## src/rtl/uart_pkg.sv

```systemverilog
// rtl/uart_pkg.sv - shared constants and state encoding for the UART engines
//
// Contents:
//   K_W_DEFAULT   default width of the bit-time count
//   FRAME_MAX     longest frame in bits (start + 8 data + parity + stop)
//   BITCNT_W      width of the frame bit counter
//   ST_*          2-bit receive FSM state codes, plus the matching enum
package uart_pkg;

    localparam int K_W_DEFAULT = 19;
    localparam int FRAME_MAX   = 11;
    localparam int BITCNT_W    = 4;

    localparam logic [1:0] ST_IDLE  = 2'd0;
    localparam logic [1:0] ST_START = 2'd1;
    localparam logic [1:0] ST_DATA  = 2'd2;
    localparam logic [1:0] ST_DONE  = 2'd3;

    typedef enum logic [1:0] {
        IDLE  = ST_IDLE,
        START = ST_START,
        DATA  = ST_DATA,
        DONE  = ST_DONE
    } rx_state_t;

endpackage

```

## src/rtl/uart_bit_timer.sv

```systemverilog
// rtl/uart_bit_timer.sv - loadable bit-time down-counter with half-bit load and zero flag
//
// Ports:
//   clk        system clock
//   reset_n    asynchronous active-low reset
//   load       start a full bit interval of 'period' clocks
//   load_half  start a half bit interval of period>>1 clocks
//   period     clocks per bit
//   zero       high during the last clock of the running interval
//
// The counter holds (remaining clocks - 1), so zero marks the final clock of
// an interval and a reload issued on that clock gives back-to-back intervals
// of exactly 'period' clocks with no drift across the frame.
module uart_bit_timer #(
    parameter int K_W = 19
) (
    input  logic           clk,
    input  logic           reset_n,
    input  logic           load,
    input  logic           load_half,
    input  logic [K_W-1:0] period,
    output logic           zero
);

    localparam logic [K_W-1:0] ONE = K_W'(1);

    logic [K_W-1:0] count;

    always_ff @(posedge clk or negedge reset_n) begin
        if (!reset_n) begin
            count <= '0;
        end else if (load) begin
            count <= period - ONE;
        end else if (load_half) begin
            count <= (period >> 1) - ONE;
        end else if (count != '0) begin
            count <= count - ONE;
        end
    end

    assign zero = (count == '0);

endmodule

```

## src/rtl/uart_rx_engine.sv

```systemverilog
// rtl/uart_rx_engine.sv - UART receive engine: start detect, mid-bit sampling, parity/stop check
//
// Ports:
//   clk, reset_n          clock, asynchronous active-low reset
//   RX                    serial line, idles high
//   EIGHT, PEN, OHEL      8-bit data / parity enable / odd parity, latched at start
//   k                     clocks per bit (4 .. 2^K_W-1)
//   clr_rdy               read strobe clearing RXRDY, PERR, FERR, OVF
//   data                  received byte, right-justified (bit 7 = 0 in 7-bit mode)
//   RXRDY, PERR, FERR, OVF  frame ready, parity error, framing error, overrun
//
// Build option: UART_RX_SYNC_EN adds a 2-flop synchronizer on RX (+2 clks latency).
module uart_rx_engine
    import uart_pkg::*;
#(
    parameter int K_W = K_W_DEFAULT
) (
    input  logic           clk,
    input  logic           reset_n,
    input  logic           RX,
    input  logic           EIGHT,
    input  logic           PEN,
    input  logic           OHEL,
    input  logic [K_W-1:0] k,
    input  logic           clr_rdy,
    output logic [7:0]     data,
    output logic           RXRDY,
    output logic           PERR,
    output logic           FERR,
    output logic           OVF
);

    logic rx;

`ifdef UART_RX_SYNC_EN
    logic [1:0] rx_sync;

    always_ff @(posedge clk or negedge reset_n) begin
        if (!reset_n) begin
            rx_sync <= 2'b11;
        end else begin
            rx_sync <= {rx_sync[0], RX};
        end
    end

    assign rx = rx_sync[1];
`else
    assign rx = RX;
`endif

    rx_state_t             state;
    logic                  eight_q;
    logic                  pen_q;
    logic                  ohel_q;
    logic [BITCNT_W-1:0]   bit_cnt;
    logic [BITCNT_W-1:0]   last_cnt;
    logic [FRAME_MAX-2:0]  shift_reg;
    logic                  tick;
    logic                  load_full;
    logic                  load_half;

    uart_bit_timer #(.K_W(K_W)) u_timer (
        .clk       (clk),
        .reset_n   (reset_n),
        .load      (load_full),
        .load_half (load_half),
        .period    (k),
        .zero      (tick)
    );

    always_comb begin
        load_half = (state == IDLE) && !rx;
        load_full = tick && (((state == START) && !rx) || (state == DATA));
    end

    // Bits sampled after the start bit: data + parity + stop. The counter
    // starts at 1 (start bit) so the last sample happens at this value.
    assign last_cnt = BITCNT_W'(8) + BITCNT_W'(eight_q) + BITCNT_W'(pen_q);

    // Frame decode. Samples enter at the top of shift_reg, so the stop bit
    // sits at [9], parity (if any) at [8], and the data bits end just below;
    // shorter frames leave 1 or 2 stale bits at the bottom to drop.
    logic [1:0] drop;
    logic [7:0] frame_bits;
    logic [7:0] data_bits;
    logic       par_bit;
    logic       stop_bit;
    logic       perr_next;

    always_comb begin
        drop       = 2'd2 - 2'(eight_q) - 2'(pen_q);
        frame_bits = 8'(shift_reg >> drop);
        data_bits  = eight_q ? frame_bits : {1'b0, frame_bits[6:0]};
        par_bit    = shift_reg[FRAME_MAX-3];
        stop_bit   = shift_reg[FRAME_MAX-2];
        perr_next  = pen_q && (par_bit != ((^data_bits) ^ ohel_q));
    end

    always_ff @(posedge clk or negedge reset_n) begin
        if (!reset_n) begin
            state     <= IDLE;
            eight_q   <= 1'b0;
            pen_q     <= 1'b0;
            ohel_q    <= 1'b0;
            bit_cnt   <= '0;
            shift_reg <= '0;
            data      <= '0;
            RXRDY     <= 1'b0;
            PERR      <= 1'b0;
            FERR      <= 1'b0;
            OVF       <= 1'b0;
        end else begin
            case (state)
                IDLE: begin
                    if (!rx) begin
                        eight_q <= EIGHT;
                        pen_q   <= PEN;
                        ohel_q  <= OHEL;
                        bit_cnt <= '0;
                        state   <= START;
                    end
                end
                START: begin
                    if (tick) begin
                        if (rx) begin
                            state <= IDLE;
                        end else begin
                            bit_cnt <= BITCNT_W'(1);
                            state   <= DATA;
                        end
                    end
                end
                DATA: begin
                    if (tick) begin
                        shift_reg <= {rx, shift_reg[FRAME_MAX-2:1]};
                        bit_cnt   <= bit_cnt + BITCNT_W'(1);
                        if (bit_cnt == last_cnt) begin
                            state <= DONE;
                        end
                    end
                end
                DONE: begin
                    state <= IDLE;
                end
                default: begin
                    state <= IDLE;
                end
            endcase

            // A read landing on the completion cycle acknowledges the old
            // frame, so the new one is not reported as an overrun.
            if (state == DONE) begin
                data  <= data_bits;
                PERR  <= perr_next;
                FERR  <= ~stop_bit;
                OVF   <= RXRDY & ~clr_rdy;
                RXRDY <= 1'b1;
            end else if (clr_rdy) begin
                RXRDY <= 1'b0;
                PERR  <= 1'b0;
                FERR  <= 1'b0;
                OVF   <= 1'b0;
            end
        end
    end

endmodule

```

## config.mk

```make
export PLATFORM = sky130hd
export DESIGN_NAME = uart_rx_engine
export DESIGN_NICKNAME = d
export VERILOG_FILES = /design/src/rtl/uart_pkg.sv /design/src/rtl/uart_bit_timer.sv /design/src/rtl/uart_rx_engine.sv
export SDC_FILE = /design/constraint.sdc
export NUM_CORES = 1
export LEC_CHECK = 0
export CAP_MARGIN = 20
export CORE_UTILIZATION = 39
export CTS_BUF_LIST = sky130_fd_sc_hd__clkbuf_8
export CTS_CLUSTER_SIZE = 8
export DETAILED_ROUTE_END_ITERATION = 12
export SLEW_MARGIN = 15
export SYNTH_ARGS = -nofsm -noshare
export SYNTH_HDL_FRONTEND = slang
export SYNTH_SLANG_ARGS = --single-unit
```

## constraint.sdc

```tcl
create_clock -name clk -period 3.7 [get_ports clk]
set_input_delay 0.37 -clock clk [delete_from_list [all_inputs] [get_ports clk]]
set_output_delay 0.37 -clock clk [all_outputs]
set_load 0.005 [all_outputs]
```

# After elaboration in Yosys (flattened, before gate mapping)
# Index checks and enable logic that the tools add are counted.
[totals]
regBits = 50
latch_bits = 0
ramBits = 0
rom_bits = 0
in_bits = 26
out_inout_bits = 12
memories = 0
[classes]
add_sub_neg = 8
mul = 0
div_mod_pow = 0
order_cmp = 0
n_eq_ne = 10
shifts = 1
mux = 20
bitwise_logic = 5
n_reduce_logical = 17
[op_table]
columns = ["op", "n"]
rows = [
  ["$mux 19", 3],
  ["$sub 19x1->19 const B", 2],
  ["$logic_not 19->1", 1],
  ["$reduce_bool 19->1", 1],
  ["$sub 18x1->19 const B", 1],
  ["$mux 4", 4],
  ["$pmux 4 s3", 1],
  ["$mux 2", 5],
  ["$shr 10x2->8", 1],
  ["$mux 8", 1],
  ["$ne 2x2->1 const B", 4],
  ["$pmux 2 s4", 1],
  ["$reduce_xor 8->1", 1],
  ["$reduce_bool 3->1", 2],
  ["$mux 1", 5],
  ["$reduce_and 5->1", 1],
  ["$add 4x1->4", 1],
  ["$add 4x1->4 const A", 1],
  ["$add 4x1->4 const B", 1],
  ["$eq 2x2->1 const B", 2],
  ["$eq 4x4->1", 1],
  ["$logic_and 1x1->1", 4],
  ["$reduce_and 2->1", 2],
  ["$reduce_and 4->1", 1],
  ["other kinds (12)", 14],
]

# Longest topological paths before layout
# Gate-level depths: netlist of the first run.
[depth]
word_depth = 9
ltp_mapped = 17

# Hierarchy
# A second synthesis of the first run with hierarchy kept.
[hier_totals]
cells_unflattened = 275
hier_area_um2 = 3176.8
[modules_own_cells]
columns = ["mod", "instances", "cells_each", "area_each_um2", "seq_area_each_um2"]
rows = [
  ["uart_rx_engine", 1, 130, 1697.9, 775.7],
  ["uart_bit_timer", 1, 145, 1478.9, 475.5],
]

# Worst setup path after synthesis of the first run
# OpenSTA, ideal clock, no wires.
[synth_timing]
path_type = "reg-to-reg"
from = "register state[0]"
to = "register u_timer.count[18]"
t_arrival_ns = 3.248
required_ns = 3.621
slack_ns = 0.372
path_stages_with_launch = 17
path_buffers = 4
path_cell_list = "dfrtp_1 ha_1 nor2b_1 o211ai_1 or2_1 buf_6 buf_2 clkbuf_1 clkbuf_1 nand3_1 o21ai_0 ha_1 inv_1 a211oi_2 nand2_1 nor3_1 mux2i_1"
[synth_between]
elab_chain_cells = 5
elab_cells_between_ends = 10
classes_between = "eq/ne (2); mux (2); reduce/logical (6)"
[synth_lines]
columns = ["element", "line", "rtl"]
rows = [
  ["start: declaration", "uart_rx_engine.sv:51", "rx_state_t state;"],
  ["start signal: assignment", "uart_rx_engine.sv:101", "state <= IDLE;"],
  ["start signal: assignment", "uart_rx_engine.sv:120", "state <= START;"],
  ["start signal: assignment", "uart_rx_engine.sv:126", "state <= IDLE;"],
  ["$eq 2x1->1", "uart_rx_engine.sv:73", "load_full = tick && (((state == START) && !rx) || (state == DATA));"],
  ["$logic_and 1x1->1", "uart_rx_engine.sv:73", ""],
  ["$logic_or 1x1->1", "uart_rx_engine.sv:73", ""],
  ["$logic_and 1x1->1", "uart_rx_engine.sv:73", ""],
  ["$reduce_bool 3->1 (no source line) / $mux 19 (equally long branches)", "-", ""],
  ["end signal: assignment", "uart_bit_timer.sv:33", "count <= period - ONE;"],
  ["end signal: assignment", "uart_bit_timer.sv:35", "count <= (period >> 1) - ONE;"],
  ["end signal: assignment", "uart_bit_timer.sv:37", "count <= count - ONE;"],
  ["end: declaration", "uart_bit_timer.sv:27", "logic [K_W-1:0] count;"],
]
# Parallel ways exist; a longest one is shown, timed or not.
# A chain may end at the register's enable or synchronous reset.

# Worst setup path after layout of the first run
# Ends and elaborated chain as after synthesis.

==> qor.yml, run 1 <==
outcome: "completed"
first_global_vias: 2643
drc: 0
reg2reg_depth: 13
power_switching_mw: 0.9909
n_fill_cell: 776
drv_cap: 0
tns_ps: 0
finalSetupViolCount: 0
clkSlewWorstSetupHoldPaths_ps: 100
rsz0062_at_grt: "no"
synth_cell_types: 53
syn_area_per_cell_sq_um: 9.476
tightest_slew_ps: 646.3
post-route-period-util_pct: 88.63
ys.flop_type: "dfrtp_1"
post-place-cells: 483
p_total_mw: 2.451
clk-insertion-delay-late_ps: 310
postCtsSetupRepairBufs: 0
gp_congestion: 0.9172
clkSinkCount: 50
synthCells: 347
relSlewSlack_pct: 56.91
dpl_cell_area_sq_mm: 0.003789
grtUsageTotal_pct: 18.34
root_buffer: "clkbuf_8"
gr-usage-met3_pct: 3.722
postSynthNetCount: 381
crit_path_start_kind: "flop"
r2r-end: "u_timer.count[18]"
viasPerCell: 5.468
first_iter_violations: 80
synthArstFlopShare_pct: 100.0
initial_core_util_pct: 40.22
wl_per_cell_um: 15.06
drv_slew: 0
rrSetupSlack_ps: 420
largest_reg_flops: 19
swShare_pct: 40.43
die_x_um: 93.82
critPathMaxFanout: 13
instances_no_fill: 491
grt_pass1_wl_um: 12540
ys_seq_area_share_pct: 38.05
arrival_ps: 3520
crit_chain: "inv_1, ha_1, o211ai_1, or2_1, a21oi_1, buf_4, inv_1, ha_1, inv_1, a211oi_2, nand2_1, nor3_1, mux2i_1"
criticalPathCategory: "reg2reg"
share_seq_of_total_power_pct: 34.5
cellLeakagePower_nw: 1.715
ir_drop_mv: 0.2203
worstHoldPathType: "in2async"
pwr-share-clk_pct: 17.1
ys_ff_latch: 50
num_rows: 33
htree_levels: 2
pin_count: 38
max_freq_mhz: 304.9
hold_violations: 0
synth_edf_count: 0
numCtsBuffers: 5
core_area_sq_mm: 0.008175
slowest_stage: "dfrtp_1"
final_area_sq_mm: 0.003910
power.density_mw_per_mm2: 626.8
grt_util_met2_pct: 30.17
antenna_found_initial: 0
drive_above_1_share_pct: 14.77
die_h_um: 93.82
cpMostUsedCell: "inv_1"
cp.required_ps: 3950
diodes: 0
power_frac_comb_pct: 48.4
internal_power_mw: 1.460
dieArea_sq_mm: 0.008802
vias: 2685
ys_warn_count: 0
gr-usage-met1_pct: 23.76
top_usage_layer: "met2"
fin_crit_ps: 3279
dp_hpwl_um: 5571
end_kind: "flop"
hold_slack_ps: 159.8
netlist_area_sq_mm: 0.003288
clk_path_buf_depth: 2
grt_max_degree: 51
syn_to_final_growth_pct: 18.91
first_pass_iters: 4
critPathMaxStageDelay_ps: 430
cts_hold_buf: 0
reg2reg_from: "state[0]"
routed_wirelength_um: 7395
cts_tree: "built"
portBuffers: 37
ctsResizeCount: 0
fin_skew_ps: 12.07
finalNetCount: 419
overflow: 0
ant_nets: 0
how the worst max path moves through the flow:
stage               startpoint                end  slack (ps)
detailed placement          RX  u_timer.count[18]         250
finish                state[0]  u_timer.count[18]         420
floorplan             state[0]  u_timer.count[18]         370
global route          state[0]  u_timer.count[18]         160
global placement            RX  u_timer.count[18]         370
CTS                       flop  u_timer.count[18]         420
placed cells by master (no fill, tap or decap), types with 2 or more instances in the layout:
cell | netlist | layout
mux2i_1 | 17 | 17
nor2b_1 | 3 | 2
nand4_1 | 2 | 2
o221ai_1 | 3 | 3
nor4_1 | 2 | 2
nor3_1 | 9 | 9
or4_1 | 5 | 5
nand2_1 | 46 | 46
nor2_1 | 40 | 40
mux2_2 | 18 | 18
ha_1 | 8 | 8
nand3_1 | 18 | 18
mux4_2 | 7 | 7
a21oi_1 | 16 | 16
a211oi_1 | 2 | 2
clkdlybuf4s50_1 | 0 | 36
clkbuf_8 | 0 | 6
dfrtp_1 | 50 | 50
o21ai_0 | 20 | 20
or3_1 | 2 | 2
and3_1 | 2 | 2
nor4_4 | 3 | 3
nand2b_1 | 4 | 4
buf_4 | 0 | 9
xor2_1 | 6 | 6
xnor2_1 | 15 | 15
inv_1 | 9 | 9
layer usage:
layer	wire, um	up-vias
met5	0	-
met4	118	0
met3	374	9
met2	3586	77
met1	3315	1288
li1	-	1311
power by group through the flow:
stage	sequential (mW)	combinational, mW	clock, mW
finish	0.846	1.19	0.418
global route	0.863	1.33	0.454
CTS	0.844	1.20	0.432
detailed placement	0.856	1.19	0
global placement	0.853	1.18	0
floorplan	0.813	0.910	0
through the flow:
stage	util, %	setup slack (ps)
2_1_floorplan	-	372.2
3_3_place_gp	46.34	374.8
3_5_place_dp	46.34	253.0
4_1_cts	47.83	424.1
5_1_grt	47.83	157.1
6_report	47.83	420.8
area by class of cell:
cell class | instances | area, sq um | share of cell area [%]
multi-input cells | 273 | 1939 | 49.60
clock buffers | 6 | 82.58 | 2.112
inverters | 9 | 33.78 | 0.8640
well taps | 105 | 131.4 | 3.360
flip-flops and latches | 50 | 1251 | 32.00
clock inverters | 2 | 38.79 | 0.9920
repair buffers | 46 | 432.9 | 11.07
synth_stat cells, types with 2 or more instances:
| cell | count | share of area, % |
|---|---|---|
| xnor2_1 | 15 | 4.0 |
| clkbuf_1 | 11 | 1.3 |
| inv_1 | 9 | 1.0 |
| nor2b_1 | 3 | 0.57 |
| mux2i_1 | 17 | 5.2 |
| nor4_4 | 3 | 1.9 |
| nor2_1 | 40 | 4.6 |
| or4_1 | 5 | 1.1 |
| o221ai_1 | 3 | 0.80 |
| dfrtp_1 | 50 | 38 |
| nand2b_1 | 4 | 0.76 |
| nand3_1 | 18 | 2.7 |
| nor4_1 | 2 | 0.38 |
| mux2_2 | 18 | 6.2 |
| mux4_2 | 7 | 4.8 |
| or3_1 | 2 | 0.38 |
| a21oi_1 | 16 | 2.4 |
| buf_2 | 2 | 0.30 |
| nor3_1 | 9 | 1.4 |
| nand4_1 | 2 | 0.38 |
| nand2_1 | 46 | 5.3 |
| and3_1 | 2 | 0.38 |
| xor2_1 | 6 | 1.6 |
| o21ai_0 | 20 | 3.0 |
| a211oi_1 | 2 | 0.46 |
| ha_1 | 8 | 3.0 |
logic make-up after synthesis:
family	after synthesis	synth area share, %
compound gates	52	9.628
xor+xnor	21	5.594
fa+ha+maj	8	3.044
buf+inv	24	3.044
flops	50	38.05
mux	44	16.89
simple gates	148	23.74
critical path: cells and delay by family, from the launching register on:
family / cells / cell delay [ps]
muxes: 1 / 200
adders and majority gates: 2 / 500
buffers and inverters: 4 / 410
and+or+nand+nor: 3 / 840
DFF: 1 / 430
AOI/OAI and AO/OA: 3 / 830
(Power assumes the default switching activity.)
==> inputs of run 2 (changes only) <==
--- a/config.mk
+++ b/config.mk
@@ -10,6 +10,7 @@
 export CTS_BUF_LIST = sky130_fd_sc_hd__clkbuf_8
 export CTS_CLUSTER_SIZE = 8
 export DETAILED_ROUTE_END_ITERATION = 12
+export MAX_ROUTING_LAYER = met4
 export SLEW_MARGIN = 15
 export SYNTH_ARGS = -nofsm -noshare
 export SYNTH_HDL_FRONTEND = slang
==> run 2 against run 1 <==
Sequential share of layout area is the same. Design area did not move. Utilization stayed put. Worst setup slack lost 31 ps. Non-clock buffer count stayed put. Largest cell class unchanged. Critical path type unchanged.
==> qor.yml, run 2 (synthesized netlist as in run 1, its figures left out) <==
numCtsBuffers: 5  # unchanged
antenna_found_initial: 0  # unchanged
finalNetCount: 419  # unchanged
dp_hpwl_um: 5571  # unchanged
worstHoldPathType: "in2async"
arrival_ps: 3550  # +30 ps
largest_reg_flops: 19  # unchanged
die_x_um: 93.82  # unchanged
clkSinkCount: 50  # unchanged
r2r-end: "u_timer.count[18]"
htree_levels: 2  # unchanged
crit_chain: "inv_1, ha_1, o211ai_1, or2_1, a21oi_1, buf_4, inv_1, ha_1, inv_1, a211oi_2, nand2_1, nor3_1, mux2i_1"
tns_ps: 0  # unchanged
clk_path_buf_depth: 2  # unchanged
critPathBufInv: 4  # unchanged
drc: 0  # unchanged
diodes: 0  # unchanged
tightest_slew_ps: 655.1  # +8.747 ps
core_area_sq_mm: 0.008175  # unchanged
max_freq_mhz: 302.1  # -0.92%
rrSetupSlack_ps: 390  # -30 ps
drv_slew: 0  # unchanged
cp_top_family: "simple AND/OR/NAND/NOR gates"
ir_drop_mv: 0.2209  # +0.27%
slowest_stage: "or2_1"
drv_cap: 0  # unchanged
cp.required_ps: 3940  # about the same
cpMostUsedCell: "inv_1"
grtUsageTotal_pct: 18.78  # +0.44 points
pin_count: 38  # unchanged
critPathMaxFanout: 13  # unchanged
drive_above_1_share_pct: 14.77  # unchanged
crit_path_start_kind: "flop"
cellLeakagePower_nw: 1.715  # unchanged
postCtsSetupRepairBufs: 0  # unchanged
wl_per_cell_um: 15.14  # +0.50%
dieArea_sq_mm: 0.008802  # unchanged
clk-insertion-delay-late_ps: 310  # about the same
cts_hold_buf: 0  # unchanged
reg2reg_depth: 13  # unchanged
relSlewSlack_pct: 56.33  # -0.58 points
hold_violations: 0  # unchanged
gp_congestion: 0.9332  # +1.7%
die_h_um: 93.82  # unchanged
num_rows: 33  # unchanged
grt_max_degree: 51  # unchanged
root_buffer: "clkbuf_8"
syn_to_final_growth_pct: 18.91  # unchanged
fin_skew_ps: 10.01  # -2.060 ps
criticalPathCategory: "reg2reg"
mostFrequentLayoutCells: "dfrtp_1 (50), nand2_1 (46), nor2_1 (40)"
reg2reg_from: "state[0]"
final_common_cell: "dfrtp_1"
ant_nets: 0  # unchanged
first_iter_violations: 75  # -6.3%
initial_core_util_pct: 40.22  # unchanged
rsz0062_at_grt: "no"
portBuffers: 37  # unchanged
ctsResizeCount: 0  # unchanged
post-route-period-util_pct: 89.45  # +0.83 points
overflow: 0  # unchanged
power.density_mw_per_mm2: 626.6  # about the same
first_pass_iters: 4  # unchanged
end_kind: "flop"
clkSlewWorstSetupHoldPaths_ps: 100  # about the same
first_global_vias: 2645  # +0.076%
grt_pass1_wl_um: 12530  # about the same
fin_crit_ps: 3310  # +30.54 ps
outcome: "completed"
cts_tree: "built"
viasPerCell: 5.483  # +0.26%
finalSetupViolCount: 0  # unchanged
final_util_pct: 47.83  # unchanged
critPathMaxStageDelay_ps: 460  # +30 ps
vias: 2692  # +0.26%
routed_wirelength_um: 7432  # +0.50%
[run 2: cell counts in the layout (fill, tap and decap cells not counted)]
Identical to the previous run, type by type.
[run 2: worst max-delay path by stage]
stage,startpoint,to,slack [ps],cells past startpoint
after floorplan,state[0],u_timer.count[18],370,16
after global placement,RX,u_timer.count[18],370,13
after detailed placement,RX,u_timer.count[18],250,13
after CTS,flop,u_timer.count[18],420,14
after global routing,state[0],u_timer.count[18],160,13
final,state[0],u_timer.count[18],390,13
[run 2: area by class of cell]
class	instances	area, sq um
inverter	9	33.78
clock buffer	6	82.58
tap	105	131.4
clock inverter	2	38.79
multi-input combinational	273	1939
sequential	50	1251
fill	776	4265
timing repair buffer	46	432.9
[run 2: power by group]
| group | internal (mW) | switching (mW) |
|---|---|---|
| Combinational | 0.544 | 0.641 |
| Clock | 0.223 | 0.195 |
| Sequential | 0.693 | 0.154 |
[run 2: through the flow]
stage               hold WS, ps  total power, mW  setup WS [ps]  area [sq um]  std cells
floorplan                 74.41            1.724          372.2          3288        347
global placement          468.0            2.031          374.8          3789        483
detailed placement        477.6            2.048          253.0          3789        483
CTS                       178.8            2.474          424.1          3910        491
global route              224.4            2.649          156.8          3910        491
finish                    164.6            2.450          390.2          3910        491
[run 2: metal layers]
layer  GRT usage (%)  up-vias  share of wire (%)
met4           7.821        0                2.2
met3           2.751       16                4.2
met5               -        -                  0
met2           30.23       85                 48
met1           23.66     1279                 45
li1                -     1312                  -
